===== src/rtl/ex_mem_ovf_stage.sv =====
// ex_mem_ovf_stage
// EX/MEM pipeline register that turns a trapping signed-arithmetic overflow
// into a precise exception. The faulting instruction is squashed: its valid
// bit and its register/memory enables are cleared. Its EPC and cause are
// recorded. flush/exc_req are then held until the control unit acknowledges
// the exception.
//
// Ports
//   clock, reset                 rising-edge clock, async active-low reset
//   ex_*                         instruction presented by the EX stage
//   mem_stall                    hold the mem_* registers (only while running)
//   exc_ack                      control unit has taken the pending exception
//   mem_*                        registered instruction for the MEM stage
//   flush, exc_req               exception pending (both high in TRAP)
//   epc, cause                   PC and cause of the last overflow trap
//   ovf_count                    saturating count of overflow traps taken
//
// state | meaning
// RUN   | normal operation, EX slot captured unless stalled
// TRAP  | exception pending, waiting for exc_ack
// DRAIN | one cycle discarding the in-flight EX slot

module ex_mem_ovf_stage #(
   parameter int         WIDTH     = 32,
   parameter logic [4:0] CAUSE_OVF = 5'd12,
   parameter int         CNT_W     = 16
) (
   input  logic             clock,
   input  logic             reset,
   input  logic             ex_valid,
   input  logic [WIDTH-1:0] ex_aluout,
   input  logic             ex_overflow,
   input  logic             ex_trap_en,
   input  logic [WIDTH-1:0] ex_pc,
   input  logic [4:0]       ex_rd,
   input  logic             ex_regwrite,
   input  logic             ex_memread,
   input  logic             ex_memwrite,
   input  logic [WIDTH-1:0] ex_wdata,
   input  logic             mem_stall,
   input  logic             exc_ack,
   output logic             mem_valid,
   output logic [WIDTH-1:0] mem_aluout,
   output logic             mem_overflow,
   output logic [4:0]       mem_rd,
   output logic             mem_regwrite,
   output logic             mem_memread,
   output logic             mem_memwrite,
   output logic [WIDTH-1:0] mem_wdata,
   output logic             flush,
   output logic             exc_req,
   output logic [WIDTH-1:0] epc,
   output logic [4:0]       cause,
   output logic [CNT_W-1:0] ovf_count
);

   typedef enum logic [1:0] {
      ST_RUN   = 2'd0,
      ST_TRAP  = 2'd1,
      ST_DRAIN = 2'd2
   } state_t;

   state_t             state_q, state_d;
   logic               mem_valid_q, mem_valid_d;
   logic [WIDTH-1:0]   mem_aluout_q, mem_aluout_d;
   logic               mem_overflow_q, mem_overflow_d;
   logic [4:0]         mem_rd_q, mem_rd_d;
   logic               mem_regwrite_q, mem_regwrite_d;
   logic               mem_memread_q, mem_memread_d;
   logic               mem_memwrite_q, mem_memwrite_d;
   logic [WIDTH-1:0]   mem_wdata_q, mem_wdata_d;
   logic               exc_req_q, exc_req_d;
   logic [WIDTH-1:0]   epc_q, epc_d;
   logic [4:0]         cause_q, cause_d;
   logic [CNT_W-1:0]   ovf_count_q, ovf_count_d;
   logic               trap;

   assign trap = ex_valid & ex_overflow & ex_trap_en;

   always_comb begin
      state_d        = state_q;
      mem_valid_d    = mem_valid_q;
      mem_aluout_d   = mem_aluout_q;
      mem_overflow_d = mem_overflow_q;
      mem_rd_d       = mem_rd_q;
      mem_regwrite_d = mem_regwrite_q;
      mem_memread_d  = mem_memread_q;
      mem_memwrite_d = mem_memwrite_q;
      mem_wdata_d    = mem_wdata_q;
      epc_d          = epc_q;
      cause_d        = cause_q;
      ovf_count_d    = ovf_count_q;

      case (state_q)
         ST_RUN: begin
            if (!mem_stall) begin
               // Datapath fields are captured even for a squashed
               // instruction so the faulting result is visible for debug.
               mem_aluout_d   = ex_aluout;
               mem_overflow_d = ex_overflow;
               mem_rd_d       = ex_rd;
               mem_wdata_d    = ex_wdata;
               if (trap) begin
                  mem_valid_d    = 1'b0;
                  mem_regwrite_d = 1'b0;
                  mem_memread_d  = 1'b0;
                  mem_memwrite_d = 1'b0;
                  epc_d          = ex_pc;
                  cause_d        = CAUSE_OVF;
                  if (!(&ovf_count_q))
                     ovf_count_d = ovf_count_q + {{(CNT_W-1){1'b0}}, 1'b1};
                  state_d        = ST_TRAP;
               end else begin
                  mem_valid_d    = ex_valid;
                  mem_regwrite_d = ex_regwrite;
                  mem_memread_d  = ex_memread;
                  mem_memwrite_d = ex_memwrite;
               end
            end
         end
         ST_TRAP: begin
            mem_valid_d    = 1'b0;
            mem_regwrite_d = 1'b0;
            mem_memread_d  = 1'b0;
            mem_memwrite_d = 1'b0;
            if (exc_ack)
               state_d = ST_DRAIN;
         end
         ST_DRAIN: begin
            mem_valid_d    = 1'b0;
            mem_regwrite_d = 1'b0;
            mem_memread_d  = 1'b0;
            mem_memwrite_d = 1'b0;
            state_d        = ST_RUN;
         end
         default: begin
            state_d = ST_RUN;
         end
      endcase

      // Own flop for the pending request so flush/exc_req never see a
      // decode glitch while the state bits change.
      exc_req_d = (state_d == ST_TRAP);
   end

   always_ff @(posedge clock or negedge reset) begin
      if (!reset) begin
         state_q        <= ST_RUN;
         mem_valid_q    <= 1'b0;
         mem_aluout_q   <= '0;
         mem_overflow_q <= 1'b0;
         mem_rd_q       <= '0;
         mem_regwrite_q <= 1'b0;
         mem_memread_q  <= 1'b0;
         mem_memwrite_q <= 1'b0;
         mem_wdata_q    <= '0;
         exc_req_q      <= 1'b0;
         epc_q          <= '0;
         cause_q        <= '0;
         ovf_count_q    <= '0;
      end else begin
         state_q        <= state_d;
         mem_valid_q    <= mem_valid_d;
         mem_aluout_q   <= mem_aluout_d;
         mem_overflow_q <= mem_overflow_d;
         mem_rd_q       <= mem_rd_d;
         mem_regwrite_q <= mem_regwrite_d;
         mem_memread_q  <= mem_memread_d;
         mem_memwrite_q <= mem_memwrite_d;
         mem_wdata_q    <= mem_wdata_d;
         exc_req_q      <= exc_req_d;
         epc_q          <= epc_d;
         cause_q        <= cause_d;
         ovf_count_q    <= ovf_count_d;
      end
   end

   assign mem_valid    = mem_valid_q;
   assign mem_aluout   = mem_aluout_q;
   assign mem_overflow = mem_overflow_q;
   assign mem_rd       = mem_rd_q;
   assign mem_regwrite = mem_regwrite_q;
   assign mem_memread  = mem_memread_q;
   assign mem_memwrite = mem_memwrite_q;
   assign mem_wdata    = mem_wdata_q;
   assign exc_req      = exc_req_q;
   assign flush        = exc_req_q;
   assign epc          = epc_q;
   assign cause        = cause_q;
   assign ovf_count    = ovf_count_q;

endmodule


===== config.mk =====
export PLATFORM = sky130hd
export DESIGN_NAME = ex_mem_ovf_stage
export DESIGN_NICKNAME = d
export VERILOG_FILES = /design/src/rtl/ex_mem_ovf_stage.sv
export SDC_FILE = /design/constraint.sdc
export NUM_CORES = 1
export LEC_CHECK = 0
export CAP_MARGIN = 20
export CORE_MARGIN = 5
export CORE_UTILIZATION = 30
export CTS_BUF_LIST = sky130_fd_sc_hd__clkbuf_8
export DETAILED_ROUTE_END_ITERATION = 6
export HOLD_SLACK_MARGIN = 0.06
export SYNTH_ARGS = -nofsm -noshare
export SYNTH_HDL_FRONTEND = slang
export SYNTH_SLANG_ARGS = --single-unit

===== constraint.sdc =====
create_clock -name clock -period 1.8 [get_ports clock]
set_input_delay 0.27 -clock clock [delete_from_list [all_inputs] [get_ports clock]]
set_output_delay 0.27 -clock clock [all_outputs]
set_load 0.02 [all_outputs]

==> flow_results.xml <==
<?xml version="1.0" encoding="UTF-8"?>
<metrics>
  <group name="finish">
    <metric name="final.fill_count" unit="">1523</metric>
    <metric name="final_net_count" unit="">903</metric>
    <metric name="drive_above_1_share" unit="">0.0750</metric>
    <metric name="multi_input_comb_area" unit="µm²">1720</metric>
    <metric name="utilization" unit="">0.490</metric>
    <metric name="register_area" unit="µm²">3150</metric>
    <metric name="n_antenna_cell" unit="">0</metric>
    <metric name="synthToLayoutAreaGrowth" unit="%">62.1</metric>
  </group>
  <group name="drt">
    <metric name="detail-route-antenna-nets" unit="">0</metric>
    <metric name="total_wire_length_after_detailed_routing" unit="µm">14700</metric>
    <metric name="remaining_drc_errors" unit="">0</metric>
    <metric name="detailedRoute.firstPassIterationCount" unit="">7</metric>
    <metric name="vias_per_cell" unit="">4.28</metric>
    <metric name="post_drt_wl_per_cell" unit="µm">14.4</metric>
    <metric name="dr.first_iter.drc_count" unit="">228</metric>
    <metric name="vias" unit="">4368</metric>
  </group>
  <group name="sta">
    <metric name="slew_viol_final" unit="">0</metric>
    <metric name="setup-violations-final" unit="">0</metric>
    <metric name="fin_tns_setup" unit="ns">0</metric>
    <metric name="fmax" unit="GHz">0.578</metric>
    <metric name="tightestPinTransition" unit="ns">0.713</metric>
    <metric name="setup_slack" unit="ns">0.0713</metric>
    <metric name="worst_slew_margin_rel" unit="">0.525</metric>
    <metric name="fin_worst_skew" unit="ns">0.00916</metric>
    <metric name="post-route-min-period" unit="ns">1.73</metric>
    <metric name="rsz0062_at_grt" unit="">true</metric>
    <metric name="final.period_utilization" unit="">0.960</metric>
    <metric name="hold_violations" unit="">0</metric>
  </group>
  <group name="cts">
    <metric name="tritoncts_clock_tree" unit="">built</metric>
    <metric name="cts-buffers-inserted" unit="">17</metric>
    <metric name="clock_tree.htree_level_count" unit="">4</metric>
    <metric name="clk_path_buf_depth" unit="">2</metric>
    <metric name="clock-root-buffer" unit="">sky130_fd_sc_hd__clkbuf_8</metric>
    <metric name="worst_skew_pair.late_latency" unit="ns">0.42</metric>
    <metric name="worst_setup_hold_path_clk_slew" unit="ns">0.07</metric>
    <metric name="clk_sink_count" unit="">126</metric>
  </group>
  <group name="setup_path">
    <metric name="cp_num_buf_inv" unit="">1</metric>
    <metric name="critical_path_peak_fanout" unit="">4</metric>
    <metric name="cp_max_stage_delay" unit="ns">0.64</metric>
    <metric name="startpoint_type" unit="">flip-flop</metric>
    <metric name="required" unit="ns">1.53</metric>
    <metric name="worst_setup_path_end_kind" unit="">output port</metric>
    <metric name="critPathKind" unit="">reg2out</metric>
    <metric name="worstPathCellList" unit="">clkdlybuf4s50_1</metric>
    <metric name="cp_data_arrival_time" unit="ns">1.46</metric>
    <metric name="slowest_stage" unit="">sky130_fd_sc_hd__clkdlybuf4s50_1</metric>
    <metric name="critical_path.top_delay_family" unit="">buffers and inverters</metric>
  </group>
  <group name="power">
    <metric name="vdd_ir_drop_max" unit="µV">772</metric>
    <metric name="power_density" unit="nW/µm²">1650</metric>
    <metric name="leakage" unit="µW">0.00398</metric>
  </group>
  <group name="hold_path">
    <metric name="min_path_type" unit="">in2reg</metric>
  </group>
  <group name="synthesis">
    <metric name="yosys-top-cells-count" unit="">sky130_fd_sc_hd__nand2_1, sky130_fd_sc_hd__dfrtp_1, sky130_fd_sc_hd__clkbuf_1, sky130_fd_sc_hd__xnor2_1, sky130_fd_sc_hd__nand3_1</metric>
    <metric name="number_of_instances_in_the_synthesized_netlist" unit="">540</metric>
    <metric name="synth_cell_types" unit="">28</metric>
    <metric name="synth_async_reset_ratio" unit="">1.00</metric>
    <metric name="synth_enable_flop_cells" unit="">0</metric>
    <metric name="synth-main-ff-cell" unit="">sky130_fd_sc_hd__dfrtp_1</metric>
    <metric name="synth_seq_cells" unit="">126</metric>
    <metric name="synth_largest_type_area_fraction" unit="">0.635</metric>
    <metric name="yosysTopAreaCell" unit="">sky130_fd_sc_hd__dfrtp_1</metric>
    <metric name="synthesis.area" unit="µm²">4960</metric>
    <metric name="post-synth-top-count-cell" unit="">sky130_fd_sc_hd__nand2_1</metric>
    <metric name="postSynthAreaPerCell" unit="µm²">9.19</metric>
    <metric name="biggest_area_contributors_in_the_synthesized_netlist" unit="">sky130_fd_sc_hd__dfrtp_1, sky130_fd_sc_hd__nand2_1, sky130_fd_sc_hd__xnor2_1, sky130_fd_sc_hd__clkbuf_1, sky130_fd_sc_hd__nand4_1</metric>
    <metric name="synth_warnings" unit="">0</metric>
    <metric name="synth.yosys.seq_area_share" unit="">0.635</metric>
  </group>
  <group name="placed_design">
    <metric name="finalWeightedCongestion" unit="">0.792</metric>
    <metric name="place_worst_setup_slack" unit="ns">-0.305</metric>
    <metric name="detailedPlacementHpwl" unit="µm">10600</metric>
    <metric name="port_buffers" unit="">236</metric>
  </group>
  <group name="global_route">
    <metric name="grt_usage" unit="">0.156</metric>
    <metric name="first_global_vias" unit="">4571</metric>
    <metric name="antenna_found_initial" unit="">0</metric>
    <metric name="overflow" unit="">0</metric>
    <metric name="pin_count_of_the_biggest_net_entering_global_routing" unit="">127</metric>
    <metric name="grt_first_pass_wirelength" unit="µm">24400</metric>
  </group>
  <group name="die">
    <metric name="floorplan.core_area" unit="µm²">16400</metric>
    <metric name="rows" unit="">47</metric>
    <metric name="chip_height" unit="µm">139</metric>
    <metric name="ioPinCount" unit="">240</metric>
    <metric name="start_util" unit="">0.302</metric>
    <metric name="die_w" unit="µm">139</metric>
    <metric name="total_die_area" unit="µm²">19200</metric>
  </group>
  <group name="run">
    <metric name="cap_violations" unit="">0</metric>
  </group>
  <group name="run_status">
    <metric name="result_of_the_run" unit="">completed</metric>
  </group>
</metrics>
==> stage by stage <==
stage               cells  area [µm²]  total power [µW]  hold WS, ns
finish               1020        8050             13300        0.373
global route         1020        8050             14200        0.335
CTS                  1019        8020             13500        0.326
detailed placement    987        7660             11200        0.440
global placement      987        7660             11100        0.436
floorplan             542        4980              7690      -0.0256
==> cell usage in the layout, fill, tap and decap left out, types with 2 or more instances in the layout <==
cell / n
sky130_fd_sc_hd__dfrtp_1: 126
sky130_fd_sc_hd__nor2b_1: 2
sky130_fd_sc_hd__clkbuf_8: 19
sky130_fd_sc_hd__buf_12: 3
sky130_fd_sc_hd__nor2_1: 4
sky130_fd_sc_hd__conb_1: 3
sky130_fd_sc_hd__xor2_1: 5
sky130_fd_sc_hd__buf_4: 17
sky130_fd_sc_hd__dlygate4sd2_1: 10
sky130_fd_sc_hd__a22oi_1: 4
sky130_fd_sc_hd__nand3_1: 9
sky130_fd_sc_hd__xnor2_1: 10
sky130_fd_sc_hd__a21oi_1: 2
sky130_fd_sc_hd__o21ai_0: 6
sky130_fd_sc_hd__clkinv_2: 6
sky130_fd_sc_hd__nand4_1: 8
sky130_fd_sc_hd__nand2_1: 313
sky130_fd_sc_hd__inv_2: 2
sky130_fd_sc_hd__and3_1: 3
sky130_fd_sc_hd__inv_1: 4
sky130_fd_sc_hd__dlymetal6s2s_1: 5
sky130_fd_sc_hd__clkdlybuf4s50_1: 220
==> layer usage <==
metal,routed length [µm],GRT usage
met1,6160,0.194
met2,6910,0.242
met3,1390,0.0697
met4,231,0.0541
met5,0,0
==> logic make-up after synthesis <==
| group | count (synthesis) | synth area share |
|---|---|---|
| buffers and inverters | 31 | 0.0290 |
| adders and majority gates | 3 | 0.00757 |
| other | 1 | 0.000756 |
| xor gates and xnor gates | 15 | 0.0265 |
| AOI/OAI and AO/OA | 14 | 0.0174 |
| muxes | 1 | 0.00227 |
| and+or+nand+nor | 349 | 0.281 |
| DFF | 126 | 0.635 |
==> worst min-delay path: stages <==
cell	delay (ns)
sky130_fd_sc_hd__clkdlybuf4s50_1	0.39
sky130_fd_sc_hd__nand2_1	0.05
sky130_fd_sc_hd__nand2_1	0.04
==> path summary, 6_finish.rpt <==
kind	depth (start not counted)	to	start	slack [ns]
max	1	ovf_count[10]	ovf_count[10]	0.07
max in group asynchronous	3	mem_aluout[6]	reset	0.78
min in group asynchronous	3	mem_wdata[2]	reset	0.46
min	3	mem_aluout[23]	ex_aluout[23]	0.37
min reg2reg	2	mem_overflow	mem_overflow	0.47
max reg2reg	7	ovf_count[15]	state_q[1]	0.12
==> power breakdown <==
| group | total, µW | switching, µW | internal, µW | leakage, µW |
|---|---|---|---|---|
| Sequential | 4720 | 686 | 4030 | 0.00158 |
| Combinational | 6380 | 3430 | 2950 | 0.00221 |
| Clock | 2160 | 1040 | 1120 | 0.000190 |
| Total | 13300 | 5160 | 8100 | 0.00398 |
==> registers in the layout (all words and copies together) (netlist names) <==
name          cells
cause             1
epc              32
exc_req           1
mem_aluout       32
mem_memread       1
mem_memwrite      1
mem_overflow      1
mem_rd            5
mem_regwrite      1
mem_valid         1
mem_wdata        32
ovf_count        16
state_q           2
==> timing repair <==
| action | in CTS | in global routing |
|---|---|---|
| pin swaps | 3 | 3 |
| hold buffers | 1 | 0 |
| gates resized for setup | 13 | 9 |
| buffers inserted | 1 | 1 |
| endpoints found under the setup margin | 15 | 12 |
| hold endpoints to repair | 126 | 0 |
==> area by class of cell <==
cell class	instances	area share
inverters	3	0.00140
flip-flops and latches	126	0.392
clock buffers	19	0.0325
clock inverters	11	0.00980
multi-input cells	385	0.213
well taps	220	0.0342
repair buffers	256	0.317
Note: power is estimated with default switching activity, not from simulation.
